`src/rtl/digit_seq_mul_if.sv`:
```
// Handshake and building-block bus for the digit-serial multiplier sequencer.
// Optional macro PSMAC_ACC_EN adds acc_clr and widens result by 4 guard bits.
interface digit_seq_mul_if #(
  parameter int unsigned OPW = 8
);
`ifdef PSMAC_ACC_EN
  localparam int unsigned RES_W = 2 * OPW + 4;
`else
  localparam int unsigned RES_W = 2 * OPW;
`endif

  logic             in_valid;
  logic             in_ready;
  logic [OPW-1:0]   a;
  logic [OPW-1:0]   b;
  logic             sgn_a;
  logic             sgn_b;
  logic [1:0]       prec;
  logic [1:0]       md;
  logic [1:0]       mr;
  logic             sx;
  logic             sy;
  logic [4:0]       p;
  logic             out_valid;
  logic             out_ready;
  logic [RES_W-1:0] result;
`ifdef PSMAC_ACC_EN
  logic             acc_clr;

  modport slave (
    input  in_valid, a, b, sgn_a, sgn_b, prec, p, out_ready, acc_clr,
    output in_ready, md, mr, sx, sy, out_valid, result
  );

  modport master (
    output in_valid, a, b, sgn_a, sgn_b, prec, p, out_ready, acc_clr,
    input  in_ready, md, mr, sx, sy, out_valid, result
  );
`else
  modport slave (
    input  in_valid, a, b, sgn_a, sgn_b, prec, p, out_ready,
    output in_ready, md, mr, sx, sy, out_valid, result
  );

  modport master (
    output in_valid, a, b, sgn_a, sgn_b, prec, p, out_ready,
    input  in_ready, md, mr, sx, sy, out_valid, result
  );
`endif
endinterface

```
`src/rtl/digit_seq_mul.sv`:
```
// Digit-serial precision-scalable multiplier sequencer. Walks every 2-bit digit pair of the
// captured operands through an external 2x2 signed/unsigned block and accumulates the
// shifted partial products. Optional macro PSMAC_ACC_EN turns the product register into a
// running accumulator (cleared only on acc_clr) with a raw ACC_W-bit result.
module digit_seq_mul #(
  parameter int unsigned OPW = 8
) (
  input  logic          clk,
  input  logic          rst,
  digit_seq_mul_if.slave bus
);
  localparam int unsigned RW = 2 * OPW;
`ifdef PSMAC_ACC_EN
  localparam int unsigned ACC_W = RW + 4;
  localparam int unsigned AW    = ACC_W;
`else
  localparam int unsigned AW    = RW;
`endif

  typedef enum logic [1:0] {StIdle, StRun, StDone} state_e;

  state_e         state_q, state_d;
  logic           ready_q, ready_d;
  logic [OPW-1:0] a_q, a_d, b_q, b_d;
  logic           sgn_a_q, sgn_a_d, sgn_b_q, sgn_b_d;
  logic [1:0]     prec_q, prec_d;
  logic [2:0]     i_q, i_d, j_q, j_d;
  logic [AW-1:0]  acc_q, acc_d;

  logic           accept;
  logic [2:0]     dlast;
  logic           last_i, last_j;
  logic [4:0]     shamt;
  logic [AW-1:0]  pp;

  // Digit bookkeeping and shifted, sign-extended partial product
  always_comb begin
    accept = ready_q & bus.in_valid;
    dlast  = 3'((4'd1 << prec_q) - 4'd1);
    last_i = (i_q == dlast);
    last_j = (j_q == dlast);
    shamt  = {({1'b0, i_q} + {1'b0, j_q}), 1'b0};
    pp     = {{(AW-5){bus.p[4]}}, bus.p} << shamt;
  end

  // State register
  always_ff @(posedge clk or posedge rst) begin
    if (rst) begin
      state_q <= StIdle;
    end else begin
      state_q <= state_d;
    end
  end

  // Next-state logic
  always_comb begin
    state_d = state_q;
    unique case (state_q)
      StIdle:  if (accept) state_d = StRun;
      StRun:   if (last_i && last_j) state_d = StDone;
      StDone:  if (bus.out_ready) state_d = StIdle;
      default: state_d = StIdle;
    endcase
  end

  // Datapath next-state: capture at accept, step digits and accumulate in RUN
  always_comb begin
    a_d     = a_q;
    b_d     = b_q;
    sgn_a_d = sgn_a_q;
    sgn_b_d = sgn_b_q;
    prec_d  = prec_q;
    i_d     = i_q;
    j_d     = j_q;
    acc_d   = acc_q;
    // in_ready is registered so it stays low during reset and rises one cycle later
    ready_d = (state_d == StIdle);
    if (accept) begin
      a_d     = bus.a;
      b_d     = bus.b;
      sgn_a_d = bus.sgn_a;
      sgn_b_d = bus.sgn_b;
      // 16-bit precision does not exist on an 8-bit build; fall back to 8
      prec_d  = (OPW == 8 && bus.prec == 2'd3) ? 2'd2 : bus.prec;
      i_d     = '0;
      j_d     = '0;
`ifdef PSMAC_ACC_EN
      if (bus.acc_clr) acc_d = '0;
`else
      acc_d   = '0;
`endif
    end else if (state_q == StRun) begin
      acc_d = acc_q + pp;
      if (last_i) begin
        i_d = '0;
        j_d = last_j ? 3'd0 : j_q + 3'd1;
      end else begin
        i_d = i_q + 3'd1;
      end
    end
  end

  // Datapath registers
  always_ff @(posedge clk or posedge rst) begin
    if (rst) begin
      ready_q <= 1'b0;
      a_q     <= '0;
      b_q     <= '0;
      sgn_a_q <= 1'b0;
      sgn_b_q <= 1'b0;
      prec_q  <= '0;
      i_q     <= '0;
      j_q     <= '0;
      acc_q   <= '0;
    end else begin
      ready_q <= ready_d;
      a_q     <= a_d;
      b_q     <= b_d;
      sgn_a_q <= sgn_a_d;
      sgn_b_q <= sgn_b_d;
      prec_q  <= prec_d;
      i_q     <= i_d;
      j_q     <= j_d;
      acc_q   <= acc_d;
    end
  end

`ifndef PSMAC_ACC_EN
  logic [5:0]    n2;
  logic [RW-1:0] lomask, topbit, res_v;
  logic          msb;

  // Re-extend the exact 2n-bit product to the full result width
  always_comb begin
    n2     = 6'd4 << prec_q;
    lomask = ~({RW{1'b1}} << n2);
    topbit = {{(RW-1){1'b0}}, 1'b1} << (n2 - 6'd1);
    msb    = |(acc_q & topbit);
    res_v  = acc_q & lomask;
    if ((sgn_a_q | sgn_b_q) && msb) res_v = res_v | ~lomask;
  end
`endif

  // Outputs: digit drive in RUN, product in DONE, zero elsewhere
  always_comb begin
    bus.in_ready  = ready_q;
    bus.md        = '0;
    bus.mr        = '0;
    bus.sx        = 1'b0;
    bus.sy        = 1'b0;
    bus.out_valid = 1'b0;
    bus.result    = '0;
    if (state_q == StRun) begin
      bus.md = 2'(a_q >> {i_q, 1'b0});
      bus.mr = 2'(b_q >> {j_q, 1'b0});
      bus.sx = sgn_a_q & last_i;
      bus.sy = sgn_b_q & last_j;
    end
    if (state_q == StDone) begin
      bus.out_valid = 1'b1;
`ifdef PSMAC_ACC_EN
      bus.result    = acc_q;
`else
      bus.result    = res_v;
`endif
    end
  end
endmodule

```
`src/flat_wrapper.sv`:
```
// flat-port wrapper written by rule: the top's interface ports become plain ports
module digit_seq_mul_flat 
#(
  parameter int unsigned OPW = 8
)
  (clk, rst, bus_in_valid, bus_a, bus_b, bus_sgn_a, bus_sgn_b, bus_prec, bus_p, bus_out_ready, bus_in_ready, bus_md, bus_mr, bus_sx, bus_sy, bus_out_valid, bus_result);
  digit_seq_mul_if #(.OPW(OPW)) bus_i ();
  input  logic clk;
  input  logic rst;
  input wire logic [$bits(bus_i.in_valid)-1:0] bus_in_valid;
  input wire logic [$bits(bus_i.a)-1:0] bus_a;
  input wire logic [$bits(bus_i.b)-1:0] bus_b;
  input wire logic [$bits(bus_i.sgn_a)-1:0] bus_sgn_a;
  input wire logic [$bits(bus_i.sgn_b)-1:0] bus_sgn_b;
  input wire logic [$bits(bus_i.prec)-1:0] bus_prec;
  input wire logic [$bits(bus_i.p)-1:0] bus_p;
  input wire logic [$bits(bus_i.out_ready)-1:0] bus_out_ready;
  output wire logic [$bits(bus_i.in_ready)-1:0] bus_in_ready;
  output wire logic [$bits(bus_i.md)-1:0] bus_md;
  output wire logic [$bits(bus_i.mr)-1:0] bus_mr;
  output wire logic [$bits(bus_i.sx)-1:0] bus_sx;
  output wire logic [$bits(bus_i.sy)-1:0] bus_sy;
  output wire logic [$bits(bus_i.out_valid)-1:0] bus_out_valid;
  output wire logic [$bits(bus_i.result)-1:0] bus_result;
  assign bus_i.in_valid = bus_in_valid;
  assign bus_i.a = bus_a;
  assign bus_i.b = bus_b;
  assign bus_i.sgn_a = bus_sgn_a;
  assign bus_i.sgn_b = bus_sgn_b;
  assign bus_i.prec = bus_prec;
  assign bus_i.p = bus_p;
  assign bus_i.out_ready = bus_out_ready;
  assign bus_in_ready = bus_i.in_ready;
  assign bus_md = bus_i.md;
  assign bus_mr = bus_i.mr;
  assign bus_sx = bus_i.sx;
  assign bus_sy = bus_i.sy;
  assign bus_out_valid = bus_i.out_valid;
  assign bus_result = bus_i.result;
  digit_seq_mul #(.OPW(OPW)) u_core (.clk(clk), .rst(rst), .bus(bus_i));
endmodule
```
`config.mk`:
```
export PLATFORM = sky130hd
export DESIGN_NAME = digit_seq_mul_flat
export DESIGN_NICKNAME = d
export VERILOG_FILES = /design/src/rtl/digit_seq_mul_if.sv /design/src/rtl/digit_seq_mul.sv /design/src/flat_wrapper.sv
export SDC_FILE = /design/constraint.sdc
export NUM_CORES = 1
export LEC_CHECK = 0
export ABC_AREA = 1
export CORE_MARGIN = 2
export CORE_UTILIZATION = 55
export CTS_CLUSTER_SIZE = 30
export DETAILED_ROUTE_END_ITERATION = 12
export GPL_ROUTABILITY_DRIVEN = 0
export HOLD_SLACK_MARGIN = 0.05
export PLACE_DENSITY_LB_ADDON = 0.3
export SYNTH_ARGS = -nofsm -noshare
export SYNTH_HDL_FRONTEND = slang
export SYNTH_SLANG_ARGS = --single-unit
export TNS_END_PERCENT = 50
```
`constraint.sdc`:
```
create_clock -name clk -period 3.6 [get_ports clk]
set_input_delay 1.08 -clock clk [delete_from_list [all_inputs] [get_ports clk]]
set_output_delay 1.08 -clock clk [all_outputs]
set_load 0.01 [all_outputs]
```
==> out/results.txt <==
Status: finished clean
Final core occ: 68.8%
Routed len/inst: 13.4 um
Sequential area share after synthesis: 33.2%
Total CTS buffers: 5
Antenna Cells: 0
Antenna violations before repair: 0
Clk_lat worst skew: 300 ps
Total of warnings raised by yosys: 0
Post-Syn Instances: 494
Measured slew at the worst slew-check pin: 754 ps
Slowest CP cell: clkdlybuf4s50_1
Max-slew headroom: 49.5%
Post-synth top flop: dfrtp_1
Max Cap Viol: 0
Root buf cell: clkbuf_8
Layout Nets: 602
Peak supply drop: 531 uV
Hold_buf cts: 0
Post-Syn Area: 0.00339 mm^2
Post-synth EDFFs: 0
# setup viols final: 0
Part of the cycle the worst path needs: 94.8%
Crit path capture type: output port
Global-route wire length before repair: 14100 um
Reg-to-reg setup timing slack: 270 ps
CP max FO: 9
Via/cell ratio: 5.41
Power Total: 4.55 mW
Worst reg-to-reg path cell count: 14
Worst Hold Slack: 481 ps
Starting density of the core: 56.9%
Critical path endpoint: bus_result[7]
Final Slew Violations: 0
Post-route antenna net violation count: 0
Final hold vios: 0
Worst reg2reg startpoint: u_core.j_q[0]
Most used cell, CP: nand3_1
Post-CTS Setup Inserts: 0
Avg Cell Area, Syn: 6.86 um^2
RSZ-0062 raised after global routing: no
Detailed Route WL: 8410 um
Total leakage power: 2.10 nW
Post-DP Area: 0.00401 mm^2
CTS sink count: 45
FMAX: 0.293 GHz
Rows: 28
Drc violations: 0
Vias: 3394
Total die area: 0.00681 mm^2
Vias in the first global route: 3237
Buf/Inv on CP: 3
Chip width: 82.5 um
Post-DP HPWL: 6540 um
Arrival @ worst endpoint: 2330 ps
PortBufs: 52
Number of detailed-route iterations in the first pass: 5
Layout cells sized above 1: 7.79%
GR Overflow Total: 0
Synth cell types: 40
Max Clock Skew: 6.53 ps
Largest net degree at the start of global routing: 25
Stages on the worst setup path: 8
CP Launch Point: u_core.prec_q[1]
Slowest stage delay, CP: 580 ps
FF-to-FF End: u_core.acc_q[14]
Deepest clock path buffer count: 2
Syn nets: 545
Die Height: 82.5 um
Top Family by Delay on Critical Path: buffers and inverters
Design Area, Final: 0.00410 mm^2
Setup_tns: 0 ps
Post-synthesis async set-or-reset flop share: 100%
Total GRT Usage: 26.6%
WS Path Type: flop to output port
PwrDens: 1110 mW/mm^2
CTS tree: built
CTS HTree Levels: 2
CP cell instances: inv_2, nand3_1, nand3_1, o21ai_0, inv_1, o21ai_2, a21oi_1, clkdlybuf4s50_1
Seq cells post-synth: 45
HP Class: flop to flop
Startpoint types: flop
Critical Path RT: 2520 ps
Core Footprint: 0.00596 mm^2
Clk pin slew, worst setup/hold paths: 90 ps
Io pins: 53
Crit path time final: 3410 ps
First DRT Iteration DRCs: 244
P&R area growth vs syn: 20.8%
-- area by class of cell --
type	count	area [um^2]
clock buffers	6	72.6
well taps	75	93.8
fillers	530	1860
inverters	58	218
clock inverters	2	15.0
repair buffers	60	581
flip-flops and latches	45	1130
multi-input cells	381	1990
-- cell usage after synthesis, types with 3 or more instances --
cell,number,area (um^2)
nand2_1,160,601
nor2_1,62,233
inv_1,53,199
dfrtp_1,45,1130
nand3_1,31,155
a21oi_1,26,130
ha_1,20,250
o21ai_0,19,95.1
o21ai_1,7,35.0
a211oi_1,5,37.5
inv_2,5,18.8
buf_2,4,20.0
nand4_1,4,25.0
o21ai_2,4,35.0
o22ai_1,4,25.0
a31oi_1,3,18.8
clkbuf_1,3,11.3
nor3_1,3,15.0
or2_2,3,18.8
xor2_1,3,26.3
-- registers in the layout (all words and copies together) (netlist names) --
name	cells
u_core.i_q	3
u_core.acc_q	16
u_core.bus.in_ready	1
u_core.j_q	3
u_core.state_q	2
u_core.sgn_b_q	1
u_core.prec_q	2
u_core.sgn_a_q	1
u_core.a_q	8
u_core.b_q	8
-- power breakdown --
group | total (mW) | internal [mW] | switching (mW)
clock | 0.320 | 0.137 | 0.183
sequential | 0.980 | 0.758 | 0.222
combinational | 3.25 | 1.23 | 2.02
total | 4.55 | 2.13 | 2.43
-- layout by cell type, fill, tap and decap left out, drive strengths merged, types with 4 or more instances in the layout --
cell,Yosys,routed
clkbuf,3,6
nand2,163,163
clkdlybuf4s50,0,52
xor2,5,5
a211oi,5,5
nand4,5,5
dfrtp,45,45
o21ai,31,31
or2,4,4
ha,20,20
nor2,67,67
a21oi,27,27
o22ai,4,4
buf,7,8
inv,58,57
nand3,33,33
-- logic make-up (layout without fill, tap and decap cells) --
family / Yosys count / in the layout / share of synthesized area, %
AOI/OAI and AO/OA: 74 / 74 / 12.7
xor gates and xnor gates: 7 / 7 / 2.25
adders and majority gates: 22 / 22 / 8.56
buffers and inverters: 68 / 126 / 8.12
DFF: 45 / 45 / 33.2
and+or+nand+nor: 278 / 278 / 35.1
-- per-layer routing --
metal  up-vias  global-route usage [%]  share of wire [%]
li1       1707                       -                  -
met1      1552                    32.0                 43
met2       108                    48.2                 50
met3        27                    4.02                4.1
met4         0                    9.51                2.8
met5         -                       0                  0
-- how the worst min path moves through the flow --
stage	end	slack [ps]	from	cells past startpoint
finish	u_core.a_q[0]	480	u_core.a_q[0]	2
detailed placement	u_core.a_q[0]	460	u_core.a_q[0]	2
floorplan	u_core.a_q[6]	440	u_core.a_q[6]	2
global placement	u_core.b_q[3]	460	u_core.b_q[3]	2
CTS	u_core.a_q[6]	490	u_core.a_q[6]	2
global route	u_core.a_q[0]	510	u_core.a_q[0]	2
-- stage by stage --
| step | instances | worst slack [ps] |
|---|---|---|
| after detailed placement | 619 | 183 |
| final | 627 | 188 |
| after CTS | 627 | 106 |
| after global routing | 627 | 35.5 |
| after floorplan | 494 | 580 |
| after global placement | 619 | 218 |
-- tightest hold or removal path, delay by kind of cell, from the launching register on --
kind	cells	cell delay, ps
flops	1	350
simple gates	2	100
-- repair_timing --
item / CTS / global route
endpoints found under the setup margin: 0 / 9
hold endpoints to repair: 0 / 0
gates resized for setup: 0 / 1
(Power assumes the default switching activity.)
